[src/rtl/shift_unit_scheduler_pkg.sv]
// Shared definitions for the shift unit scheduler: default sizes, op codes
// and the scheduler FSM state encoding.
package shift_unit_scheduler_pkg;

  localparam int DEFAULT_WIDTH  = 32;
  localparam int DEFAULT_NSTAGE = 5;

  typedef enum logic [1:0] {
    OP_SRL  = 2'b00,
    OP_SRA  = 2'b01,
    OP_ROTR = 2'b10,
    OP_SLL  = 2'b11
  } shiftOp_e;

  typedef enum logic [1:0] {
    ST_IDLE  = 2'b00,
    ST_SHIFT = 2'b01,
    ST_RESP  = 2'b10
  } state_e;

endpackage

[src/rtl/shift_unit_scheduler_stage.sv]
// One fixed-distance shift stage covering all four ops; purely combinational.
// A full shift is the composition of power-of-two stages.
module shift_stage
  import shift_unit_scheduler_pkg::*;
#(
  parameter int WIDTH    = DEFAULT_WIDTH,
  parameter int DISTANCE = 1
) (
  input  logic [WIDTH-1:0] din,
  input  shiftOp_e         op,
  output logic [WIDTH-1:0] dout
);

  always_comb begin
    dout = din;
    case (op)
      OP_SRL:  dout = {{DISTANCE{1'b0}}, din[WIDTH-1:DISTANCE]};
      OP_SRA:  dout = {{DISTANCE{din[WIDTH-1]}}, din[WIDTH-1:DISTANCE]};
      OP_ROTR: dout = {din[DISTANCE-1:0], din[WIDTH-1:DISTANCE]};
      OP_SLL:  dout = {din[WIDTH-DISTANCE-1:0], {DISTANCE{1'b0}}};
      default: dout = din;
    endcase
  end

endmodule

[src/rtl/shift_unit_scheduler.sv]
// Two-requester round-robin front end for an iterative barrel shifter that
// applies one power-of-two stage per cycle, then holds the result until taken.
module shift_unit_scheduler
  import shift_unit_scheduler_pkg::*;
#(
  parameter int WIDTH  = DEFAULT_WIDTH,
  parameter int NSTAGE = DEFAULT_NSTAGE
) (
  input  logic              clock,
  input  logic              reset,
  input  logic              req0_valid,
  output logic              req0_ready,
  input  logic [WIDTH-1:0]  req0_data,
  input  logic [NSTAGE-1:0] req0_amt,
  input  logic [1:0]        req0_op,
  input  logic              req1_valid,
  output logic              req1_ready,
  input  logic [WIDTH-1:0]  req1_data,
  input  logic [NSTAGE-1:0] req1_amt,
  input  logic [1:0]        req1_op,
  output logic              rsp_valid,
  input  logic              rsp_ready,
  output logic [WIDTH-1:0]  rsp_data,
  output logic              rsp_id,
  output logic              busy
);

  localparam int IDXW = (NSTAGE > 1) ? $clog2(NSTAGE) : 1;

  state_e            stateReg, stateNext;
  logic [WIDTH-1:0]  workReg, workNext;
  logic [NSTAGE-1:0] amtReg, amtNext;
  shiftOp_e          opReg, opNext;
  logic              idReg, idNext;
  logic [IDXW-1:0]   stageReg, stageNext;
  // prioReg set means requester 1 wins the next tie
  logic              prioReg, prioNext;

  logic              grant0, grant1, isIdle;
  logic [WIDTH-1:0]  stageOut [NSTAGE];

  generate
    for (genvar gi = 0; gi < NSTAGE; gi++) begin : gStage
      shift_stage #(
        .WIDTH    (WIDTH),
        .DISTANCE (1 << gi)
      ) uStage (
        .din  (workReg),
        .op   (opReg),
        .dout (stageOut[gi])
      );
    end
  endgenerate

  assign grant0 = req0_valid & (~req1_valid | ~prioReg);
  assign grant1 = req1_valid & ~grant0;
  assign isIdle = (stateReg == ST_IDLE);

  // Readies stay low while reset is held so no handshake appears to complete.
  assign req0_ready = isIdle & ~reset & grant0;
  assign req1_ready = isIdle & ~reset & grant1;

  assign busy      = ~isIdle;
  assign rsp_valid = (stateReg == ST_RESP);
  assign rsp_data  = rsp_valid ? workReg : '0;
  assign rsp_id    = rsp_valid ? idReg : 1'b0;

  always_comb begin
    stateNext = stateReg;
    workNext  = workReg;
    amtNext   = amtReg;
    opNext    = opReg;
    idNext    = idReg;
    stageNext = stageReg;
    prioNext  = prioReg;
    case (stateReg)
      ST_IDLE: begin
        if (grant0 | grant1) begin
          workNext  = grant1 ? req1_data : req0_data;
          amtNext   = grant1 ? req1_amt : req0_amt;
          opNext    = shiftOp_e'(grant1 ? req1_op : req0_op);
          idNext    = grant1;
          prioNext  = grant0;
          stageNext = IDXW'(NSTAGE - 1);
          stateNext = ST_SHIFT;
        end
      end
      ST_SHIFT: begin
        if (amtReg[stageReg]) begin
          workNext = stageOut[stageReg];
        end
        if (stageReg == '0) begin
          stateNext = ST_RESP;
        end else begin
          stageNext = stageReg - IDXW'(1);
        end
      end
      ST_RESP: begin
        if (rsp_ready) begin
          stateNext = ST_IDLE;
        end
      end
      default: stateNext = ST_IDLE;
    endcase
  end

  always_ff @(posedge clock) begin
    if (reset) begin
      stateReg <= ST_IDLE;
      workReg  <= '0;
      amtReg   <= '0;
      opReg    <= OP_SRL;
      idReg    <= 1'b0;
      stageReg <= '0;
      prioReg  <= 1'b0;
    end else begin
      stateReg <= stateNext;
      workReg  <= workNext;
      amtReg   <= amtNext;
      opReg    <= opNext;
      idReg    <= idNext;
      stageReg <= stageNext;
      prioReg  <= prioNext;
    end
  end

endmodule
[config.mk]
export PLATFORM = sky130hd
export DESIGN_NAME = shift_unit_scheduler
export DESIGN_NICKNAME = d
export VERILOG_FILES = /design/src/rtl/shift_unit_scheduler_pkg.sv /design/src/rtl/shift_unit_scheduler_stage.sv /design/src/rtl/shift_unit_scheduler.sv
export SDC_FILE = /design/constraint.sdc
export NUM_CORES = 1
export LEC_CHECK = 0
export CAP_MARGIN = 20
export CORE_UTILIZATION = 40
export DETAILED_ROUTE_END_ITERATION = 8
export PLACE_DENSITY_LB_ADDON = 0.12
export SYNTH_ARGS = -nofsm -noshare
export SYNTH_HDL_FRONTEND = slang
export SYNTH_HIERARCHICAL = 1
export SYNTH_SLANG_ARGS = --single-unit
[constraint.sdc]
create_clock -name clock -period 4.2 [get_ports clock]
set_input_delay 1.26 -clock clock [delete_from_list [all_inputs] [get_ports clock]]
set_output_delay 1.26 -clock clock [all_outputs]
set_load 0.02 [all_outputs]
# Word-level counts from Yosys, hierarchy flattened
# Cells that the tools add are included.
[word_totals]
register_bits = 46
word_cells = 66
inputBits = 83
[op_classes]
mux = 25
n_reduce_logical = 8
addsub = 1
order_cmp = 2
eq_ne = 10
n_bitwise = 13
[ops]
columns = ["op", "n"]
rows = [
  ["32-bit one-hot mux with 4 select lines", 5],
  ["32-bit two-way mux", 6],
  ["32-bit binary-select mux with 3-bit select", 1],
  ["32-bit one-hot mux with 2 select lines", 1],
  ["3-bit AND reduction", 3],
  ["2-bit two-way mux", 4],
  ["2-bit equality test, second input constant", 3],
  ["3-bit two-way mux", 2],
  ["2-bit != test, second input constant", 3],
  ["2-bit one-hot mux with 3 select lines", 1],
  ["3-bit one-hot mux with 2 select lines", 1],
  ["1-bit bitwise AND", 5],
  ["5-bit two-way mux", 1],
  ["1-bit NOT", 5],
  ["2-bit by 1-bit equality test with 1-bit output, second input constant", 2],
  ["4-bit >= comparator, second input constant", 1],
  ["2-bit logical NOT", 2],
  ["3-bit by 4-bit less-than comparator with 1-bit output, second input constant", 1],
  ["2-bit by 1-bit != test with 1-bit output, second input constant", 2],
  ["3-bit NOT with 4-bit output", 1],
  ["1-bit binary-select mux with 3-bit select", 1],
  ["3-bit logical NOT", 1],
  ["3-bit by 1-bit subtractor with 3-bit output, second input constant", 1],
  ["1-bit two-way mux", 2],
  ["3 further kinds", 4],
]

# Logic depth before layout (Yosys ltp)
[logic_depth]
word_depth = 8
depth_mapped = 10
depth_no_buf = 7

# Cells and area by module
# The synthesis kept the hierarchy.
[modules_own_cells]
columns = ["module", "cells_per_inst", "instances", "area_per_inst_um2"]
rows = [
  ["shift_unit_scheduler", 535, 1, 4058.9],
  ["shift_stage (gStage[3].uStage)", 47, 1, 524.3],
  ["shift_stage (gStage[1].uStage)", 39, 1, 519.2],
  ["shift_stage (gStage[0].uStage)", 38, 1, 516.7],
  ["shift_stage (gStage[2].uStage)", 41, 1, 481.7],
  ["shift_stage (gStage[4].uStage)", 54, 1, 285.3],
]

# Least setup slack after synthesis
# OpenSTA, ideal clock, no wires.
[synth_timing]
kind = "input to output"
start = "in reset"
end = "out req0_ready"
slack_ps = 223
required_ps = 2940
arrival_time_ps = 2717
stages = 3
cell_sequence = "clkbuf_1 > clkbuf_1 > a2111oi_0"
[synth_via]
elab_chain_len = 3
[synth_lines]
columns = ["item", "line", "rtl"]
rows = [
  ["from (decl)", "shift_unit_scheduler.sv:10", "input logic reset,"],
  ["1-bit NOT", "shift_unit_scheduler.sv:60", "assign req0_ready = isIdle & ~reset & grant0;"],
  ["1-bit bitwise AND (2 in a row)", "shift_unit_scheduler.sv:60", ""],
  ["to (decl)", "shift_unit_scheduler.sv:12", "output logic req0_ready,"],
]
# No other way between the ends.

# Worst setup path in the final report
[layout_timing]
start = "in req1_valid"
end = "out req1_ready"
[layout_via]
elab_chain_len = 6
[layout_lines]
columns = ["item", "line", "rtl"]
rows = [
  ["from (decl)", "shift_unit_scheduler.sv:16", "input logic req1_valid,"],
  ["1-bit NOT", "shift_unit_scheduler.sv:55", "assign grant0 = req0_valid & (~req1_valid | ~prioReg);"],
  ["1-bit OR", "shift_unit_scheduler.sv:55", ""],
  ["1-bit bitwise AND", "shift_unit_scheduler.sv:55", ""],
  ["1-bit NOT", "shift_unit_scheduler.sv:56", "assign grant1 = req1_valid & ~grant0;"],
  ["1-bit bitwise AND *", "shift_unit_scheduler.sv:56", ""],
  ["1-bit bitwise AND *", "shift_unit_scheduler.sv:61", "assign req1_ready = isIdle & ~reset & grant1;"],
  ["to (decl)", "shift_unit_scheduler.sv:17", "output logic req1_ready,"],
]
# Every way passes the cells marked *; elsewhere a longest branch is shown, timed or not.

==> key figures <==
Timing
  • Worst slew pin tran: 1.10 ns
  • Fin crit period: 3.96 ns
  • Max_slew headroom: 26.6%
  • Final max-slew violation count: 0
  • Final period utilization: 94.2%
  • Fmax: 0.253 GHz
  • Unrepaired setup endpoints after global routing: no
  • Setup total negative slack: 0 ns
  • Final hold vios: 0
  • Final setup fails: 0
  • Fin Clk Skew: 0.00710 ns

Critical path
  • Required @ worst endpoint: 2.94 ns
  • Setup CP Type: in -> out
  • R2r endpoint: workReg[18]
  • Reg2reg start: opReg[1]
  • Crit end category: output pin
  • Crit path DAT: 2.70 ns
  • Worst Reg-to-Reg Cells: 7
  • Crit path launch type: input pin
  • FF-to-FF setup slack: 1.20 ns
  • Maximum fanout along the worst path: 5

Pwr
  • Gate power share: 53.2%
  • VDD IR max: 0.219 mV
  • Flop pwr share: 31.1%
  • Net switching power: 1.17 mW
  • Clock power frac: 15.7%
  • P per Cell Area: 352 mW/mm^2
  • Leak Pwr: 3.14 nW
  • Internal power: 1.55 mW
  • Switching fraction of total power: 43.1%

Job
  • Max-cap violations: 0

Synth
  • Synth top area cells: mux2_4 20%, dfxtp_1 14%, mux2_2 8.3%
  • Post-synth top flop: dfxtp_1
  • Syn avg cell area: 8.47 um^2
  • Async SR Flop Fraction: 0%
  • Top cell type by total area after synthesis: mux2_4
  • #FFs+latches synth: 46
  • Share of the synthesized area in the top cell type: 20.2%
  • Most common cell in the netlist: mux2_4
  • Sequential area share after synthesis: 14.4%
  • Syn nets: 839
  • Mapped Cells: 754
  • Synth cell types: 39
  • Synth cell count leaders: 86 x mux2_4, 69 x nor3_1, 64 x and2_1
  • Post-Syn Area: 0.00639 mm^2
  • Number of warning messages in the yosys log: 6
  • Number of flops mapped to enable cells by yosys: 0

Clock tree
  • Clk Latency, worst-skew pair: 0.31 ns
  • CTS root buf: clkbuf_16
  • CTS tree: done
  • Cts hold-fix bufs: 0
  • Post-CTS Repair Setup Buffers: 0
  • Post-CTS sizing: 0
  • CTS sink cnt: 46
  • Clock-pin slew on the worst setup and hold paths: 0.07 ns
  • Max clock buf depth: 2
  • H-tree depth: 2
  • CTS Buf Count: 5

Floorplanning
  • Die Wd: 128 um
  • # rows: 45
  • Core area: 0.0154 mm^2
  • Die Y: 128 um
  • Die area: 0.0165 mm^2
  • # IOs: 120
  • Initial Utilization: 41.5%

Worst hold path
  • Hold Startpoint: idReg
  • Hold path depth: 2
  • Worst Hold Path EP: idReg
  • Hold WC Path Type: reg -> reg

Drt
  • Post-DRT Antenna Nets: 0
  • Vias per cell: 5.97
  • Final WL: 21.5 mm
  • Drt pass-1 iters: 5
  • DR WL/cell: 20.8 um
  • Drt drc: 0
  • Vias: 6174
  • DR iter-0 viols: 488

Final layout
  • Area occupied by registers: 923 um^2
  • Fin util: 50.3%
  • Nets: 908
  • Layout fillers: 1465
  • Multi-input logic area: 0.00502 mm^2
  • Fraction of layout cells with a size suffix above 1: 21.4%
  • P&R area growth vs syn: 21.1%
  • Non-Filler Instances: 1035
  • N_diodes: 0

Place
  • Detail Placement HPWL: 13.8 mm
  • Port bufs: 119
  • Cell count after placement: 1027
  • GPL Wtd Cong: 0.871

Global route
  • First-pass GRT wire length: 33.3 mm
  • Antenna violations before repair: 0
  • GRT Overall Usage: 25.9%
  • Vias in the first global route: 6087
  • Total gr overflow: 0
  • Pin count of the biggest net entering global routing: 79

Outcome
  • Status: finished clean
==> how the worst max path moves through the flow <==
stage / from / endpoint / cells after the start
after floorplan: reset / req0_ready / 3
after global placement: req0_valid / req0_ready / 4
after detailed placement: req0_valid / req0_ready / 4
after CTS: req0_valid / req0_ready / 4
after global routing: req0_valid / req1_ready / 6
final: req1_valid / req1_ready / 5
==> stage by stage <==
stage | power, mW | area (um^2) | hold slack (ns) | setup WS (ns)
global route | 2.86 | 7730 | 0.530 | 0.156
global placement | 2.24 | 7560 | 0.486 | 0.114
finish | 2.72 | 7730 | 0.504 | 0.244
floorplan | 1.81 | 6390 | 0.457 | 0.223
CTS | 2.72 | 7730 | 0.505 | 0.0102
detailed placement | 2.28 | 7580 | 0.495 | 0.0437
==> sequential cells by signal, indices dropped and copies added, names as in the netlist <==
name / cells
amtReg: 5
idReg: 1
opReg: 2
prioReg: 1
stageReg: 3
stateReg: 2
workReg: 32
==> per-layer routing <==
metal	wire length, um	up-vias	GRT usage [%]
met1	9710	2989	33.6
li1	-	2924	-
met5	0	-	0
met2	10300	238	44.0
met3	1280	23	3.74
met4	284	0	7.96
==> layout by cell type (no fill, tap or decap), drive strengths merged, types with 2 or more instances in the layout <==
cell / count
nand2: 54
mux2i: 37
nand2b: 2
inv: 6
a211oi: 33
a22o: 14
nor3: 69
nor4: 32
o21a: 2
ha: 2
nor2b: 38
a311oi: 8
nor2: 47
a22oi: 2
and2: 64
clkdlybuf4s50: 117
clkbuf: 5
dfxtp: 46
mux2: 144
nand3b: 3
o21ai: 3
a21oi: 35
a221o: 31
buf: 22
==> critical path, cell delays in order <==
cell	delay (ns)
clkdlybuf4s50_1	0.47
buf_4	0.14
o21ai_4	0.06
nor3_1	0.13
clkdlybuf4s50_1	0.63
==> cell families after synthesis <==
| family | Yosys count | synth area share [%] |
|---|---|---|
| buffers and inverters | 83 | 7.45 |
| AO/OA/AOI/OAI | 130 | 15.5 |
| AND/OR/NAND/NOR | 312 | 26.0 |
| adder cells (fa/ha/maj) | 2 | 0.392 |
| flip-flops | 46 | 14.4 |
| multiplexers | 181 | 36.2 |
==> final cells by class <==
class                           count  share of cell area (%)
Inverter                            5                   0.243
Tap cell                          211                    3.41
Timing Repair Buffer              140                    17.5
Clock buffer                        5                    1.62
Multi-Input combinational cell    625                    64.9
Clock inverter                      3                   0.324
Sequential cell                    46                    11.9
==> power groups by stage <==
stage	registers [mW]	logic (mW)	clock network, mW
after floorplan	0.675	1.14	0
after global placement	0.844	1.40	0
after detailed placement	0.845	1.44	0
after CTS	0.835	1.44	0.439
after global routing	0.852	1.56	0.453
final	0.846	1.45	0.427
(Power assumes the default switching activity.)
